### config.mk
export PLATFORM = sky130hd
export DESIGN_NAME = sync_fifo_flat
export DESIGN_NICKNAME = d
export VERILOG_FILES = /design/src/rtl/sync_fifo_if.sv /design/src/rtl/sync_fifo.sv /design/src/flat_wrapper.sv
export SDC_FILE = /design/constraint.sdc
export NUM_CORES = 1
export LEC_CHECK = 0
export ABC_AREA = 1
export BUFFER_PORTS_ARGS = -buffer_cell sky130_fd_sc_hd__buf_2
export CAP_MARGIN = 15
export CORE_UTILIZATION = 45
export CTS_CLUSTER_DIAMETER = 50
export DETAILED_ROUTE_END_ITERATION = 8
export SETUP_SLACK_MARGIN = 0.15
export SYNTH_ARGS = -nofsm -noshare
export SYNTH_HDL_FRONTEND = slang
export SYNTH_SLANG_ARGS = --single-unit
### constraint.sdc
create_clock -name clk -period 2.7 [get_ports clk]
set_input_delay 0 -clock clk [delete_from_list [all_inputs] [get_ports clk]]
set_output_delay 0 -clock clk [all_outputs]
set_load 0.005 [all_outputs]
### src/rtl/sync_fifo_if.sv
// rtl/sync_fifo_if.sv - request/response and status bundle of the synchronous FIFO
interface sync_fifo_if #(
    parameter int SIZE  = 4,
    parameter int WIDTH = 8
);
    logic             write_en;
    logic             read_en;
    logic [WIDTH-1:0] data_in;
    logic             err_clr;
    logic [WIDTH-1:0] data_out;
    logic             data_valid;
    logic             full;
    logic             empty;
    logic             almost_full;
    logic             almost_empty;
    logic [SIZE:0]    count;
    logic             overflow;
    logic             underflow;

    modport master (
        output write_en, read_en, data_in, err_clr,
        input  data_out, data_valid, full, empty, almost_full, almost_empty,
               count, overflow, underflow
    );

    modport slave (
        input  write_en, read_en, data_in, err_clr,
        output data_out, data_valid, full, empty, almost_full, almost_empty,
               count, overflow, underflow
    );
endinterface

### src/rtl/sync_fifo.sv
// rtl/sync_fifo.sv - single-clock FIFO with registered read data, occupancy status and sticky error flags
module sync_fifo #(
    parameter int SIZE     = 4,
    parameter int WIDTH    = 8,
    parameter int DEPTH    = 16,
    parameter int AF_LEVEL = 14,
    parameter int AE_LEVEL = 2
) (
    input  logic         clk,
    input  logic         rst_n,
    sync_fifo_if.slave   bus
);
    if (DEPTH != 2**SIZE) begin : g_bad_depth
        $error("sync_fifo: DEPTH must equal 2**SIZE");
    end
    if (AF_LEVEL < 1 || AF_LEVEL > DEPTH-1) begin : g_bad_af
        $error("sync_fifo: AF_LEVEL out of range");
    end
    if (AE_LEVEL < 1 || AE_LEVEL > DEPTH-1) begin : g_bad_ae
        $error("sync_fifo: AE_LEVEL out of range");
    end

    localparam logic [SIZE:0] AF_CNT = (SIZE+1)'(AF_LEVEL);
    localparam logic [SIZE:0] AE_CNT = (SIZE+1)'(AE_LEVEL);

    logic [WIDTH-1:0] r_mem [DEPTH];
    logic [SIZE:0]    r_wr_ptr;
    logic [SIZE:0]    r_rd_ptr;
    logic [SIZE:0]    r_count;
    logic [WIDTH-1:0] r_data_out;
    logic             r_data_valid;
    logic             r_overflow;
    logic             r_underflow;

    logic w_full;
    logic w_empty;
    logic w_wr_acc;
    logic w_rd_acc;

    // Extra pointer MSB distinguishes full from empty when the address bits match.
    assign w_empty  = (r_wr_ptr == r_rd_ptr);
    assign w_full   = (r_wr_ptr[SIZE] != r_rd_ptr[SIZE]) &&
                      (r_wr_ptr[SIZE-1:0] == r_rd_ptr[SIZE-1:0]);
    assign w_wr_acc = bus.write_en && !w_full;
    assign w_rd_acc = bus.read_en && !w_empty;

    always_ff @(posedge clk) begin
        if (rst_n && w_wr_acc) begin
            r_mem[r_wr_ptr[SIZE-1:0]] <= bus.data_in;
        end
    end

    always_ff @(posedge clk or negedge rst_n) begin
        if (!rst_n) begin
            r_wr_ptr     <= '0;
            r_rd_ptr     <= '0;
            r_count      <= '0;
            r_data_out   <= '0;
            r_data_valid <= 1'b0;
        end else begin
            r_data_valid <= w_rd_acc;
            if (w_wr_acc) begin
                r_wr_ptr <= r_wr_ptr + 1'b1;
            end
            if (w_rd_acc) begin
                r_rd_ptr   <= r_rd_ptr + 1'b1;
                r_data_out <= r_mem[r_rd_ptr[SIZE-1:0]];
            end
            case ({w_wr_acc, w_rd_acc})
                2'b10:   r_count <= r_count + 1'b1;
                2'b01:   r_count <= r_count - 1'b1;
                default: r_count <= r_count;
            endcase
        end
    end

    // A fresh error condition takes priority over a clear in the same cycle.
    always_ff @(posedge clk or negedge rst_n) begin
        if (!rst_n) begin
            r_overflow  <= 1'b0;
            r_underflow <= 1'b0;
        end else begin
            if (bus.write_en && w_full) begin
                r_overflow <= 1'b1;
            end else if (bus.err_clr) begin
                r_overflow <= 1'b0;
            end
            if (bus.read_en && w_empty) begin
                r_underflow <= 1'b1;
            end else if (bus.err_clr) begin
                r_underflow <= 1'b0;
            end
        end
    end

    assign bus.data_out     = r_data_out;
    assign bus.data_valid   = r_data_valid;
    assign bus.full         = w_full;
    assign bus.empty        = w_empty;
    assign bus.count        = r_count;
    assign bus.almost_full  = (r_count >= AF_CNT);
    assign bus.almost_empty = (r_count <= AE_CNT);
    assign bus.overflow     = r_overflow;
    assign bus.underflow    = r_underflow;
endmodule

### src/flat_wrapper.sv
// flat-port wrapper written by rule: the top's interface ports become plain ports
module sync_fifo_flat 
#(
    parameter int SIZE     = 4,
    parameter int WIDTH    = 8,
    parameter int DEPTH    = 16,
    parameter int AF_LEVEL = 14,
    parameter int AE_LEVEL = 2
)
  (clk, rst_n, bus_write_en, bus_read_en, bus_data_in, bus_err_clr, bus_data_out, bus_data_valid, bus_full, bus_empty, bus_almost_full, bus_almost_empty, bus_count, bus_overflow, bus_underflow);
  sync_fifo_if #(.SIZE(SIZE), .WIDTH(WIDTH)) bus_i ();
  input  logic clk;
  input  logic rst_n;
  input wire logic [$bits(bus_i.write_en)-1:0] bus_write_en;
  input wire logic [$bits(bus_i.read_en)-1:0] bus_read_en;
  input wire logic [$bits(bus_i.data_in)-1:0] bus_data_in;
  input wire logic [$bits(bus_i.err_clr)-1:0] bus_err_clr;
  output wire logic [$bits(bus_i.data_out)-1:0] bus_data_out;
  output wire logic [$bits(bus_i.data_valid)-1:0] bus_data_valid;
  output wire logic [$bits(bus_i.full)-1:0] bus_full;
  output wire logic [$bits(bus_i.empty)-1:0] bus_empty;
  output wire logic [$bits(bus_i.almost_full)-1:0] bus_almost_full;
  output wire logic [$bits(bus_i.almost_empty)-1:0] bus_almost_empty;
  output wire logic [$bits(bus_i.count)-1:0] bus_count;
  output wire logic [$bits(bus_i.overflow)-1:0] bus_overflow;
  output wire logic [$bits(bus_i.underflow)-1:0] bus_underflow;
  assign bus_i.write_en = bus_write_en;
  assign bus_i.read_en = bus_read_en;
  assign bus_i.data_in = bus_data_in;
  assign bus_i.err_clr = bus_err_clr;
  assign bus_data_out = bus_i.data_out;
  assign bus_data_valid = bus_i.data_valid;
  assign bus_full = bus_i.full;
  assign bus_empty = bus_i.empty;
  assign bus_almost_full = bus_i.almost_full;
  assign bus_almost_empty = bus_i.almost_empty;
  assign bus_count = bus_i.count;
  assign bus_overflow = bus_i.overflow;
  assign bus_underflow = bus_i.underflow;
  sync_fifo #(.SIZE(SIZE), .WIDTH(WIDTH), .DEPTH(DEPTH), .AF_LEVEL(AF_LEVEL), .AE_LEVEL(AE_LEVEL)) u_core (.clk(clk), .rst_n(rst_n), .bus(bus_i));
endmodule
* Yosys cells after proc, flatten, opt, wreduce, memory -nomap -nowiden
Memory sizes are Yosys's and may differ from the RTL's. A register that Yosys moved wholly into a read port is not among the register bits.
Index checks and enable logic that the tools add are counted.
** Word-level totals
- Logic and storage cells :: 36
- Bits in writable memories :: 128
- Register bits :: 18
- Memories kept :: 1
- Input bits :: 13
** Memories
- u_core.r_mem :: words 16, bits a word 8, rd ports 1, clocked after memory_dff 1, wr ports 1, RTL line sync_fifo.sv:26 : logic [WIDTH-1:0] r_mem [DEPTH];
** Operators by class
- Reductions and logical operators :: 12
- Magnitude comparators :: 2
- Equal/unequal tests :: 5
- Multiplexer cells :: 6
- Add/sub/neg operators :: 4
** Operators by type and width (count)
- adder 5 x 1 -> 5 bit, second input constant :: 3
- one-hot mux 5 bit (2 select lines) :: 1
- logical AND 1 bit :: 6
- nonzero test 2 bit :: 3
- == test 5 bit :: 1
- greater-or-equal comparator 5 x 4 -> 1 bit, second input constant :: 1
- <= comparator 5 x 2 -> 1 bit, second input constant :: 1
- two-way mux 1 bit :: 5
- subtractor 5 x 1 -> 5 bit, second input constant :: 1
- == test 4 bit :: 1
- logical NOT 1 bit :: 3
- == test 2 x 1 -> 1 bit, second input constant :: 1
- == test 2 bit, second input constant :: 1
- inequality test 1 bit :: 1

* Logic depth before layout (Yosys ltp)
- Word-level depth :: 7
- Gate-level depth with buffers :: 18
- Mapped depth without buffers :: 17

* Worst setup path after synthesis
No wires, ideal clock.
- Kind :: reg2reg
- From :: reg u_core.r_rd_ptr[1]
- To :: reg u_core.r_count[4] (netlist: u_core.bus.count[4])
- Stages on the path, launching flop included :: 18
- Path slack :: 0.238 ns
- Clock period less this slack :: 2.462 ns
- Arrival time :: 2.346 ns
- Cells stage by stage :: dfrtp_1 > buf_2 > inv_2 > nand2_1 > a21oi_2 > nand3_2 > nand2_2 > buf_6 > ha_1 > inv_1 > fa_1 > inv_1 > nand2_1 > nand2_1 > a21oi_1 > xor2_1 > nand2_1 > nand2_1
** Between the ends
- Longest elaborated chain between the ends :: 6
** RTL lines
- from (decl) :: RTL line sync_fifo.sv:28 : logic [SIZE:0] r_rd_ptr;
- from (signal assigned) :: RTL line sync_fifo.sv:66 : r_rd_ptr <= r_rd_ptr + 1'b1;
- == test 4 bit :: RTL line sync_fifo.sv:43 : (r_wr_ptr[SIZE-1:0] == r_rd_ptr[SIZE-1:0]);
- logical AND 1 bit :: RTL line sync_fifo.sv:42 : assign w_full = (r_wr_ptr[SIZE] != r_rd_ptr[SIZE]) &&
- logical NOT 1 bit :: RTL line sync_fifo.sv:44 : assign w_wr_acc = bus.write_en && !w_full;
- logical AND 1 bit :: RTL line sync_fifo.sv:44
- == test 2 x 1 -> 1 bit or == test 2 bit (tied branches) :: RTL line sync_fifo.sv:69 : case ({w_wr_acc, w_rd_acc})
- one-hot mux 5 bit (2 select lines) or nonzero test 2 bit (tied branches)
- to (signal assigned) :: RTL line sync_fifo.sv:70 : 2'b10: r_count <= r_count + 1'b1;
- to (signal assigned) :: RTL line sync_fifo.sv:71 : 2'b01: r_count <= r_count - 1'b1;
- to (signal assigned) :: RTL line sync_fifo.sv:72 : default: r_count <= r_count;
- to (decl) :: RTL line sync_fifo.sv:29 : logic [SIZE:0] r_count;
Several ways; a longest one is shown, not always the timed one.
A chain may end at the register's enable or synchronous reset.

* Worst setup path after layout
- From :: reg u_core.r_wr_ptr[1]
- To :: reg u_core.r_count[4] (netlist: u_core.bus.count[4])
** Between the ends
- Longest elaborated chain between the ends :: 6
** RTL lines
- from (decl) :: RTL line sync_fifo.sv:27 : logic [SIZE:0] r_wr_ptr;
- from (signal assigned) :: RTL line sync_fifo.sv:63 : r_wr_ptr <= r_wr_ptr + 1'b1;
- == test 4 bit :: RTL line sync_fifo.sv:43
- logical AND 1 bit :: RTL line sync_fifo.sv:42
- logical NOT 1 bit :: RTL line sync_fifo.sv:44
- logical AND 1 bit :: RTL line sync_fifo.sv:44
- == test 2 x 1 -> 1 bit or == test 2 bit (tied branches) :: RTL line sync_fifo.sv:69
- one-hot mux 5 bit (2 select lines) or nonzero test 2 bit (tied branches)
Several ways; a longest one is shown, not always the timed one.

==> results by group <==
Flow run
  • Max-cap viol count: 0

Placement
  • Post-Place Cell Area: 7560 sq um
  • Input/output buffers: 32
  • Detailed placer's ending HPWL: 9900 um
  • Routability Congestion: 0.893

Clock tree
  • CTS tree: yes
  • Num CTS Buffers: 17
  • Clock transition at path regs: 0.06 ns
  • Clock Sinks: 154
  • Post-CTS Setup Bufs: 0
  • H-tree levels: 4
  • Clk root buf: clkbuf_16
  • Longest Clk Path Bufs: 2
  • Clk_lat worst skew: 0.43 ns

Setup path
  • Reg2Reg Depth: 15
  • Highest-delay cell along the critical path: dfrtp_2
  • Element type at the critical path end: flip-flop
  • Crit path max fanout: 6
  • Worst path top cell family by delay: adder cells
  • WP data required: 3.03 ns
  • CP max stage delay: 0.45 ns
  • Critical path data arrival time: 2.68 ns
  • Buffer and inverter count on the worst path: 3
  • RR Endpoint: u_core.bus.count[4]
  • Setup CP Type: flip-flop to flip-flop
  • Critical Path, Cell by Cell: inv_2, nand2_1, a21oi_2, nand3_2, nand2_2, ha_2, inv_1, fa_1, inv_1, nand2_1, nand2_1, a21oi_1, xor2_1, nand2_1, nand2_1
  • Most used cell along the critical path: nand2_1
  • RR Startpoint: u_core.r_wr_ptr[1]
  • R2R setup slack: 0.34 ns
  • Startpoint types: flip-flop

Timing
  • Tcrit/Tclk final: 87.4%
  • Min Tclk post-route: 2.36 ns
  • Final Hold Vio Count: 4
  • Clock Skew: 0.0122 ns
  • Worst slew pin tran: 0.744 ns
  • RSZ-0062 raised after global routing: false
  • Relative slew slack: 50.4%
  • Final TNS setup: 0 ns
  • Fin Hold WS: -0.00397 ns
  • Fmax: 424 MHz
  • Final setup viols: 0
  • Final Max Slew Viols: 0

Layout
  • Total Nets Final: 827
  • Final antenna diode count: 0
  • Area Growth Syn to Fin: 15.3%
  • Layout Utilization: 53.4%
  • Share of layout cells above drive strength 1: 12.6%
  • Fin area: 8150 sq um

Power and ir drop
  • Power, Total: 0.00795 W
  • Sw frac: 37.7%
  • Switching power: 0.00300 W
  • P per Cell Area: 976 nW/um^2
  • Clock network fraction of design power: 25.8%
  • Combinational group share of total power: 35.8%
  • Pleak: 3.78 nW
  • Seq pwr share: 38.4%
  • Power Internal: 0.00495 W
  • Peak VDD IR: 0.492 mV

Worst hold path
  • Worst Hold Path EP: u_core.r_mem[4][5]
  • Hold Crit Start: bus_data_in[5]
  • Hold depth: 1
  • Hold Path Class: input pin to flip-flop

Drt
  • DR vias/cell: 4.78
  • Avg WL per Cell: 15.2 um
  • Via count: 4911
  • DRT Pass-1 Iters: 5
  • DRC Markers: 0
  • Final wirelength: 15600 um
  • Post-route ant nets: 0
  • DR iter-0 viols: 386

Global routing
  • Grt total ovfl: 0
  • First-pass GRT wire length: 25000 um
  • Gr usage total: 21.1%
  • Most Used Layer, Global Route: met2
  • Met1 Track Usage GR: 27.2%
  • Number of global-route vias before repair: 4770
  • Largest net degree at the start of global routing: 68
  • GR Layer Usage met2: 35.7%
  • Initial antenna violation count: 0
  • M3 GR Usage: 4.44%

Synth
  • Synthesized net count: 767
  • Post-synth cell types: 29
  • YS warnings: 0
  • Synth Register Bits: 154
  • Avg Inst Size Synth: 9.50 sq um
  • Post-Synthesis Cells: 744
  • Sequential share of the synthesized area: 63.6%
  • Synth Cell Area: 7070 sq um

Die
  • Die X-Extent: 127 um
  • Chip height: 127 um
  • Die area: 16200 sq um
  • Row count: 45
  • # IOs: 33
  • Core area: 15300 sq um
  • Initial core utilization: 46.3%

Run status
  • Failing checks: hold timing
  • Status: finished, violations left
-- synth_stat cells, drive strengths merged --
cell | n | share of area [%]
nand2 | 273 | 15
inv | 145 | 7.7
edfxtp | 128 | 54
nand3 | 88 | 6.4
dfrtp | 26 | 9.2
buf | 19 | 1.5
nor2 | 13 | 0.73
ha | 9 | 1.6
nor3 | 9 | 0.64
clkbuf | 7 | 0.37
xnor2 | 7 | 0.87
o21ai | 5 | 0.35
xor2 | 5 | 0.62
a21oi | 3 | 0.27
clkinv | 2 | 0.11
a2111oi | 1 | 0.12
a31o | 1 | 0.12
a31oi | 1 | 0.089
fa | 1 | 0.28
o21bai | 1 | 0.11
-- layer usage --
layer / part of all wire [%] / vias up
li1: - / 2453
met1: 45 / 2338
met2: 49 / 99
met3: 4.0 / 21
met4: 1.2 / 0
met5: 0 / -
-- worst reg2reg max path: cells and delay by family, from the launching register on --
kind                       cells  cell delay (ns)
AOI/OAI and AO/OA              2             0.27
DFF                            1             0.45
adders and majority gates      2             0.62
xor gates and xnor gates       1             0.14
and+or+nand+nor                7             0.54
buffers and inverters          3             0.23
-- stage by stage --
| stage | setup slack (ns) | std cells |
|---|---|---|
| final | 0.341 | 1028 |
| after global routing | 0.150 | 1028 |
| after CTS | 0.253 | 1028 |
| after detailed placement | 0.273 | 987 |
| after global placement | 0.378 | 987 |
| after floorplan | 0.238 | 744 |
-- flip-flops by register name (all words and copies together) (netlist names) --
signal / count
u_core.bus.count: 5
u_core.bus.data_out: 8
u_core.bus.data_valid: 1
u_core.bus.overflow: 1
u_core.bus.underflow: 1
u_core.r_mem: 128
u_core.r_rd_ptr: 5
u_core.r_wr_ptr: 5
-- layout by cell type (no fill, tap or decap), drive strengths merged --
master         n
dlygate4sd3    9
xor2           5
nand3         88
edfxtp       128
a31o           1
xnor2          7
inv          145
a31oi          1
nand2        273
nor2          13
a21oi          3
dfrtp         26
ha             9
clkbuf        22
a2111oi        1
buf           58
fa             1
clkinvlp       3
o21ai          5
nor3           9
o21bai         1
clkinv         9
-- worst max-delay path by stage --
stage                             startpoint                   to  slack, ns  cells past startpoint
after global placement    u_core.r_rd_ptr[3]  u_core.bus.count[4]       0.38                     14
after CTS                 u_core.r_wr_ptr[0]  u_core.bus.count[4]       0.25                     16
after floorplan           u_core.r_rd_ptr[1]  u_core.bus.count[4]       0.24                     17
final                     u_core.r_wr_ptr[1]  u_core.bus.count[4]       0.34                     15
after global routing      u_core.r_wr_ptr[1]  u_core.bus.count[4]       0.15                     15
after detailed placement  u_core.r_wr_ptr[1]  u_core.bus.count[4]       0.27                     15
-- power groups by stage --
stage          clock network (W)  registers, W  logic, W
6_report                 0.00205       0.00305   0.00285
5_1_grt                  0.00217       0.00309   0.00323
4_1_cts                  0.00208       0.00304   0.00287
3_5_place_dp                   0       0.00309   0.00285
3_3_place_gp                   0       0.00306   0.00279
2_1_floorplan                  0       0.00306   0.00193
-- layout make-up --
type | instances | area, sq um
inverter | 147 | 552
clock buffer | 22 | 444
sequential | 154 | 4500
fill | 1398 | 7110
tap | 211 | 264
timing repair buffer | 67 | 445
multi-input combinational | 417 | 1890
clock inverter | 10 | 53.8
-- cell families (layout without fill, tap and decap cells) --
group / Yosys count / after routing / share of synthesized area (%)
AO/OA/AOI/OAI: 12 / 12 / 1.06
flip-flops: 154 / 154 / 63.6
XOR/XNOR: 12 / 12 / 1.49
adder cells (fa/ha/maj): 10 / 10 / 1.88
AND/OR/NAND/NOR: 383 / 383 / 22.3
buffers and inverters: 173 / 246 / 9.68
-- what timing repair did --
item	in CTS	in global routing
gates resized for setup	0	6
hold buffers	9	0
hold endpoints to repair	108	0
setup endpoints to repair	0	1
No activity file was read; power rests on OpenSTA's default activity.
